==> src/rtl/serial_rx_tx.sv <==
// 8N1 UART receiver and transmitter sharing one clock; CLK_PER_BIT clocks per bit.
// Define SERIAL_RX_FRAME_CHECK_EN to discard bytes with a bad stop bit and flag rx_frame_err.
module serial_rx_tx #(
  parameter int unsigned CLK_PER_BIT = 434
) (
  input  logic       clk,
  input  logic       rst,
  input  logic       rx,
  output logic [7:0] rx_data,
  output logic       rx_new_data,
  output logic       rx_frame_err,
  output logic       tx,
  input  logic [7:0] tx_data,
  input  logic       tx_new_data,
  input  logic       tx_block,
  output logic       tx_busy
);

  localparam logic [1:0] ST_IDLE  = 2'd0;
  localparam logic [1:0] ST_START = 2'd1;
  localparam logic [1:0] ST_DATA  = 2'd2;
  localparam logic [1:0] ST_STOP  = 2'd3;

  localparam logic [15:0] BIT_END  = 16'(CLK_PER_BIT - 1);
  localparam logic [15:0] HALF_END = 16'(CLK_PER_BIT / 2 - 1);

  logic        rx_meta;
  logic        rx_sync;
  logic [1:0]  rx_state;
  logic [15:0] rx_cnt;
  logic [2:0]  rx_bit;
  logic [7:0]  rx_shift;

  logic [1:0]  tx_state;
  logic [15:0] tx_cnt;
  logic [2:0]  tx_bit;
  logic [7:0]  tx_shift;
  logic        tx_accept;

  always_ff @(posedge clk or negedge rst) begin
    if (!rst) begin
      rx_meta <= 1'b1;
      rx_sync <= 1'b1;
    end else begin
      rx_meta <= rx;
      rx_sync <= rx_meta;
    end
  end

`ifdef SERIAL_RX_FRAME_CHECK_EN
  logic rx_wait_high;
`else
  assign rx_frame_err = 1'b0;
`endif

  always_ff @(posedge clk or negedge rst) begin
    if (!rst) begin
      rx_state    <= ST_IDLE;
      rx_cnt      <= '0;
      rx_bit      <= '0;
      rx_shift    <= '0;
      rx_data     <= '0;
      rx_new_data <= 1'b0;
`ifdef SERIAL_RX_FRAME_CHECK_EN
      rx_frame_err <= 1'b0;
      rx_wait_high <= 1'b0;
`endif
    end else begin
      rx_new_data <= 1'b0;
`ifdef SERIAL_RX_FRAME_CHECK_EN
      rx_frame_err <= 1'b0;
`endif
      case (rx_state)
        ST_IDLE: begin
          rx_cnt <= '0;
          rx_bit <= '0;
          if (!rx_sync) rx_state <= ST_START;
        end
        ST_START: begin
          if (rx_cnt == HALF_END) begin
            rx_cnt   <= '0;
            rx_state <= rx_sync ? ST_IDLE : ST_DATA;
          end else begin
            rx_cnt <= rx_cnt + 16'd1;
          end
        end
        ST_DATA: begin
          if (rx_cnt == BIT_END) begin
            rx_cnt   <= '0;
            rx_shift <= {rx_sync, rx_shift[7:1]};
            rx_bit   <= rx_bit + 3'd1;
            if (rx_bit == 3'd7) rx_state <= ST_STOP;
          end else begin
            rx_cnt <= rx_cnt + 16'd1;
          end
        end
        default: begin
`ifdef SERIAL_RX_FRAME_CHECK_EN
          // After a framing error hold here until the line is idle again.
          if (rx_wait_high) begin
            if (rx_sync) begin
              rx_wait_high <= 1'b0;
              rx_state     <= ST_IDLE;
            end
          end else if (rx_cnt == BIT_END) begin
            rx_cnt <= '0;
            if (rx_sync) begin
              rx_data     <= rx_shift;
              rx_new_data <= 1'b1;
              rx_state    <= ST_IDLE;
            end else begin
              rx_frame_err <= 1'b1;
              rx_wait_high <= 1'b1;
            end
          end else begin
            rx_cnt <= rx_cnt + 16'd1;
          end
`else
          if (rx_cnt == BIT_END) begin
            rx_cnt      <= '0;
            rx_data     <= rx_shift;
            rx_new_data <= 1'b1;
            rx_state    <= ST_IDLE;
          end else begin
            rx_cnt <= rx_cnt + 16'd1;
          end
`endif
        end
      endcase
    end
  end

  // The final stop-bit cycle also accepts a request so frames can abut at 10 bit times.
  always_comb begin
    tx_accept = tx_new_data && !tx_block &&
                ((tx_state == ST_IDLE) || ((tx_state == ST_STOP) && (tx_cnt == BIT_END)));
    tx_busy   = (tx_state != ST_IDLE) || tx_block;
  end

  always_ff @(posedge clk or negedge rst) begin
    if (!rst) begin
      tx_state <= ST_IDLE;
      tx_cnt   <= '0;
      tx_bit   <= '0;
      tx_shift <= '0;
      tx       <= 1'b1;
    end else if (tx_accept) begin
      tx_shift <= tx_data;
      tx_cnt   <= '0;
      tx_bit   <= '0;
      tx       <= 1'b0;
      tx_state <= ST_START;
    end else begin
      case (tx_state)
        ST_IDLE: begin
          tx     <= 1'b1;
          tx_cnt <= '0;
        end
        ST_START: begin
          if (tx_cnt == BIT_END) begin
            tx_cnt   <= '0;
            tx       <= tx_shift[0];
            tx_state <= ST_DATA;
          end else begin
            tx_cnt <= tx_cnt + 16'd1;
          end
        end
        ST_DATA: begin
          if (tx_cnt == BIT_END) begin
            tx_cnt   <= '0;
            tx_bit   <= tx_bit + 3'd1;
            tx_shift <= {1'b0, tx_shift[7:1]};
            if (tx_bit == 3'd7) begin
              tx       <= 1'b1;
              tx_state <= ST_STOP;
            end else begin
              tx <= tx_shift[1];
            end
          end else begin
            tx_cnt <= tx_cnt + 16'd1;
          end
        end
        default: begin
          if (tx_cnt == BIT_END) begin
            tx_cnt   <= '0;
            tx_state <= ST_IDLE;
          end else begin
            tx_cnt <= tx_cnt + 16'd1;
          end
        end
      endcase
    end
  end

endmodule

==> config.mk <==
export PLATFORM = sky130hd
export DESIGN_NAME = serial_rx_tx
export DESIGN_NICKNAME = d
export VERILOG_FILES = /design/src/rtl/serial_rx_tx.sv
export SDC_FILE = /design/constraint.sdc
export NUM_CORES = 1
export LEC_CHECK = 0
export ABC_AREA = 1
export CAP_MARGIN = 20
export CORE_MARGIN = 2
export CORE_UTILIZATION = 30
export DETAILED_ROUTE_END_ITERATION = 8
export PLACE_DENSITY = 0.45
export SYNTH_ARGS = -nofsm -noshare
export SYNTH_HDL_FRONTEND = slang
export SYNTH_SLANG_ARGS = --single-unit
==> constraint.sdc <==
create_clock -name clk -period 1.5 [get_ports clk]
set_input_delay 0.3 -clock clk [delete_from_list [all_inputs] [get_ports clk]]
set_output_delay 0.3 -clock clk [all_outputs]
set_load 0.01 [all_outputs]
**After elaboration in Yosys (flattened, before gate mapping)**

Index checks and enable logic that the tools add are counted.

- Equal/unequal tests: 18
- Muxes and demuxes: 34
- Add/sub/neg operators: 4
- Bitwise operators: 1
- Reductions and logical operators: 22

Operators with widths:

| operator | count |
|---|---|
| two-way mux 16 bit | 5 |
| adder 16 x 1 -> 16 bit, second input constant | 2 |
| equality test 16 x 9 -> 1 bit, second input constant | 2 |
| one-hot mux 16 bit (2 select lines) | 1 |
| two-way mux 8 bit | 3 |
| two-way mux 2 bit | 11 |
| equality test 16 x 8 -> 1 bit, second input constant | 1 |
| two-way mux 3 bit | 4 |
| one-hot mux 2 bit (3 select lines) | 2 |
| != test 2 bit, second input constant | 5 |
| != test 3 bit, second input constant | 3 |
| AND reduction 2 bit | 4 |
| nonzero test 2 bit | 4 |
| adder 3 x 1 -> 3 bit, second input constant | 2 |
| equality test 2 bit, second input constant | 3 |
| equality test 3 bit, second input constant | 2 |
| two-way mux 1 bit | 6 |
| one-hot mux 3 bit (2 select lines) | 1 |
| AND reduction 3 bit | 2 |
| AND reduction 5 bit | 1 |
| equality test 2 x 1 -> 1 bit, second input constant | 2 |
| zero test 2 bit | 2 |
| nonzero test 4 bit | 1 |
| logical AND 1 bit | 3 |
| other kinds (6) | 7 |

- Bits in registers: 70
- Logic and storage cells: 92
- Output and inout bits: 12

**Logic depth before layout (Yosys ltp)**

- Depth after elaboration: 6
- Gate-level depth with buffers: 12
- Mapped depth without buffers: 12

**Least setup slack after synthesis**

No wires, ideal clock.

- Kind: register to register
- From: register tx_state[0]
- To: register tx_bit[2]
- Stages on the path, launching flop included: 12
- Arrival: 1,520 ps
- Required time: 1,383 ps
- Slack: -138 ps
- Clock period less this slack: 1,638 ps
- Cells stage by stage: dfrtp_1 inv_1 ha_1 clkbuf_1 inv_1 nand2_4 nand2_4 o21ai_4 inv_2 buf_6 nand2_1 nand2_1

- Longest elaborated chain between the ends: 6

Ends and longest elaborated chain:

| what | line | text |
|---|---|---|
| from (decl) | 34 | `logic [1:0] tx_state;` |
| from (signal assigned) | 142 | `tx_state <= ST_IDLE;` |
| from (signal assigned) | 152 | `tx_state <= ST_START;` |
| from (signal assigned) | 163 | `tx_state <= ST_DATA;` |
| equality test 2 bit | 136 | `((tx_state == ST_IDLE) \|\| ((tx_state == ST_STOP) && (tx_cnt == BIT_END)));` |
| logical AND 1 bit | 136 |  |
| logical OR 1 bit | 136 |  |
| logical AND 1 bit | 135 | `tx_accept = tx_new_data && !tx_block &&` |
| nonzero test 2 bit (no line) | n/a |  |
| AND reduction 2 bit (no line) | n/a |  |
| to (signal assigned) | 171 | `tx_bit <= tx_bit + 3'd1;` |
| to (decl) | 36 | `logic [2:0] tx_bit;` |

Parallel ways exist; a longest one is shown, timed or not.
A chain may end at the register's enable or synchronous reset.

**Worst setup path after layout**

- From: register tx_cnt[1]
- To: register tx_shift[7]

- Longest elaborated chain between the ends: 6

Ends and longest elaborated chain:

| what | line | text |
|---|---|---|
| from (decl) | 35 | `logic [15:0] tx_cnt;` |
| from (signal assigned) | 165 | `tx_cnt <= tx_cnt + 16'd1;` |
| from (signal assigned) | 180 | `tx_cnt <= tx_cnt + 16'd1;` |
| from (signal assigned) | 188 | `tx_cnt <= tx_cnt + 16'd1;` |
| equality test 16 x 9 -> 1 bit * | 136, 169 |  |
| logical AND 1 bit | 136 |  |
| logical OR 1 bit | 136 |  |
| logical AND 1 bit | 135 |  |
| nonzero test 2 bit (no line) | n/a |  |
| AND reduction 2 bit (no line) | n/a |  |
| to (signal assigned) | 148 | `tx_shift <= tx_data;` |
| to (signal assigned) | 172 | `tx_shift <= {1'b0, tx_shift[7:1]};` |
| to (decl) | 37 | `logic [7:0] tx_shift;` |

Mark *: on every way between the ends. The rest lies on a longest branch, timed or not.

==> metrics.md <==
| Metric | Value |
|---|---|
| Fmax | `0.606 GHz` |
| Finished Core Util | `48.1%` |
| Initial Utilization | `30.5%` |
| Post-DRT Antenna Nets | `0` |
| Beginning of the worst hold path | `rx_meta` |
| Ant diodes | `0` |
| Boundary Pins | `25` |
| Critical path required time | `1.72 ns` |
| Setup crit start kind | `flip-flop` |
| Core Rows | `40` |
| Sw Share | `19.1%` |
| Post-Syn Instances | `445` |
| Bufs on Longest Clock Path | `2` |
| Top Family by Delay on Critical Path | `simple AND/OR/NAND/NOR gates` |
| R2r endpoint | `tx_shift[7]` |
| Antenna violations before repair | `0` |
| Syn_nets | `471` |
| Overall routed net length | `8.79 mm` |
| Number of flops mapped to enable cells by yosys | `0` |
| Status | `finished, violations left` |
| Syn Area/Cell | `8.17 sq um` |
| Hold Path Sink | `rx_sync` |
| GRT Max-Usage Layer | `met2` |
| DIE AREA | `0.0130 sq mm` |
| CP max FO | `5` |
| Slew Viols, Final | `0` |
| Routed vias/inst | `4.51` |
| Met3 Track Usage GR | `3.02%` |
| Die width | `114 microns` |
| Number of remaining DRC errors | `0` |
| Most common flop cell mapped by yosys | `dfrtp_1` |
| Clock skew | `0.00372 ns` |
| Largest net degree at the start of global routing | `71` |
| Worst R2R Setup Slack | `-0.15 ns` |
| Leak pwr | `2.73 nW` |
| Final setup viols | `43` |
| Logic pwr share | `1.9%` |
| Crit Path Category | `reg2reg` |
| GRT Util Overall | `13.6%` |
| Area grow syn2layout | `57.5%` |
| CTS tree | `built` |
| First-pass iteration count of the detailed router | `4` |
| Port Buffer Count | `23` |
| YS warnings | `0` |
| Post-layout min period | `1.65 ns` |
| FF-to-FF path depth | `11` |
| Maxcap violations | `0` |
| CTS buffer count | `9` |
| Vias in the first global route | `3113` |
| Global placement routability congestion | `0.751` |
| Synth async-reset ratio | `100%` |
| Commonest non-fill, non-tap cells in the layout | `88 x nand2_1, 79 x buf_4, 66 x dfrtp_1` |
| DR vias | `3270` |
| Hold path depth | `0` |
| Met1 Use GR | `18.2%` |
| Filler instances | `1149` |
| Flops & latches, synth | `70` |
| TNS Setup | `-2.81 ns` |
| First-pass GRT wire length | `14.1 mm` |
| Tcrit/Tclk final | `110%` |
| Pwr Density | `804 mW/mm^2` |
| M2 GR Usage | `21.3%` |
| Worst Hold Class | `reg2reg` |
| Root buf cell | `clkbuf_16` |
| Fin. Hold Viols | `0` |
| # clock sinks | `70` |
| Violated checks | `setup timing` |
| Sequential element share of the synthesized area | `48.3%` |
| Sw Pwr | `878 uW` |
| RSZ-0062 raised after global routing | `yes` |
| DRT iter0 DRCs | `58` |
| Yosys cell types | `34` |
| Critical path arrival | `1.87 ns` |
| Cells after DPL | `679` |
| Clock network power share | `56.9%` |
| Die height | `114 microns` |
| Wire length per cell | `12.1 microns` |
| Reg-to-reg startpoint | `tx_cnt[1]` |
| Most common cell after layout, fill and taps aside | `nand2_1` |
| Final cell count without fillers | `725` |
| Clock transition at path regs | `0.06 ns` |
| Core ar. | `0.0119 sq mm` |
| Skew-Pair Late Insertion Delay | `0.33 ns` |
| Setup WS post-layout | `-0.149 ns` |
| WP buf/inv | `2` |
| CP Cell Sequence | `inv_1 > ha_2 > nand3_2 > nor2_4 > nand3_2 > nand2_4 > nand2_8 > o21ai_4 > clkinvlp_4 > nand2_1 > nand2_1` |
| Power Internal | `3.72 mW` |
| Gr ovfl total | `0` |
| Critical-path top delay cell | `dfrtp_1` |
| Slowest stage delay, CP | `0.38 ns` |
| Layout Nets | `599` |
| CP Capture Type | `flip-flop` |
| H-Tree Depth | `3` |
| Detail Placement HPWL | `5.65 mm` |
| Critical Path Stages | `11` |
| Fraction of layout cells with a size suffix above 1 | `43.9%` |
| Register share of total power | `41.2%` |
| VDD IR max | `0.494 mV` |
| Mapped Area | `0.00363 sq mm` |
per-stage QoR:
step	setup WS (ns)	power, mW	hold slack (ns)	instance area (sq um)
2_1_floorplan	-0.00476	1.94	0.00441	3650
3_3_place_gp	-0.284	2.02	0.349	4570
3_5_place_dp	-0.289	2.02	0.352	4570
4_1_cts	-0.199	4.68	0.361	5130
5_1_grt	-0.267	4.75	0.363	5720
6_report	-0.149	4.60	0.358	5720
cell families (layout without fill, tap and decap cells):
family | after synthesis | after routing | share of synthesized area, %
buffers and inverters | 57 | 190 | 6.89
other | 1 | 1 | 0.103
and+or+nand+nor | 250 | 250 | 29.9
xor gates and xnor gates | 15 | 15 | 3.62
adders and majority gates | 13 | 13 | 4.48
AOI/OAI and AO/OA | 39 | 39 | 6.68
DFF | 70 | 70 | 48.3
cell usage after synthesis (6+ instances only):
library cell,n,area share [%]
nand4_1,6,1.0
nor3_1,11,1.5
nor2_2,6,1.0
dfrtp_1,67,46
a21oi_1,8,1.1
inv_1,45,4.6
o21ai_0,16,2.2
o21ai_2,8,1.9
ha_1,13,4.5
xor2_1,14,3.4
nand2_1,128,13
nor2_1,49,5.1
nand3_1,37,5.1
flip-flops by register name, summed over array words and instances, names as in the netlist:
register	cells
rx_cnt	16
tx_cnt	16
rx_data	8
rx_shift	8
tx_shift	8
rx_bit	3
tx_bit	3
rx_state	2
tx_state	2
rx_meta	1
rx_new_data	1
rx_sync	1
tx	1
repair_timing:
item                                   in CTS  in global routing
hold buffers                                1                  0
gates resized for setup                    51                128
setup buffers                              10                 18
setup endpoints to repair                  58                 65
gates cloned                                1                  2
pin swaps                                  11                 49
endpoints found under the hold margin      26                  0
per-layer routing:
layer  vias to the layer above  wire length [microns]
met5                         -                      0
met4                         0                    144
met3                        10                    217
met2                        26                   4230
met1                      1554                   4200
li1                       1680                      -
power by group through the flow:
stage	sequential, mW	clock [mW]	combinational, mW
after detailed placement	1.93	0	0.0901
after global placement	1.93	0	0.0895
after global routing	1.89	2.75	0.100
after floorplan	1.93	0	0.00874
after CTS	1.90	2.69	0.0929
final	1.90	2.62	0.0884
layout make-up:
class	instances	area, sq um	area share, %
Clock buffer	10	229	4.00
Clock inverter	6	135	2.36
Inverter	48	193	3.37
Multi-Input combinational cell	318	2110	36.8
Sequential cell	70	1760	30.7
Tap cell	147	184	3.21
Timing Repair Buffer	125	1110	19.5
Timing Repair inverter	1	7.51	0.131
worst max path at each step:
stage	startpoint	end	slack, ns
after floorplan	tx_cnt[1]	tx_shift[1]	-0.005
after global placement	tx_block	tx_busy	-0.28
after detailed placement	tx_block	tx_busy	-0.29
after CTS	tx_state[0]	tx_busy	-0.20
after global routing	tx_cnt[1]	tx_bit[2]	-0.27
final	tx_cnt[1]	tx_shift[7]	-0.15
worst reg2reg max path, stage by stage (launching register included):
cell	delay (ns)
dfrtp_1	0.38
inv_1	0.06
ha_2	0.18
nand3_2	0.08
nor2_4	0.10
nand3_2	0.10
nand2_4	0.11
nand2_8	0.08
o21ai_4	0.11
clkinvlp_4	0.21
nand2_1	0.10
nand2_1	0.05
Note: power is estimated with default switching activity, not from simulation.
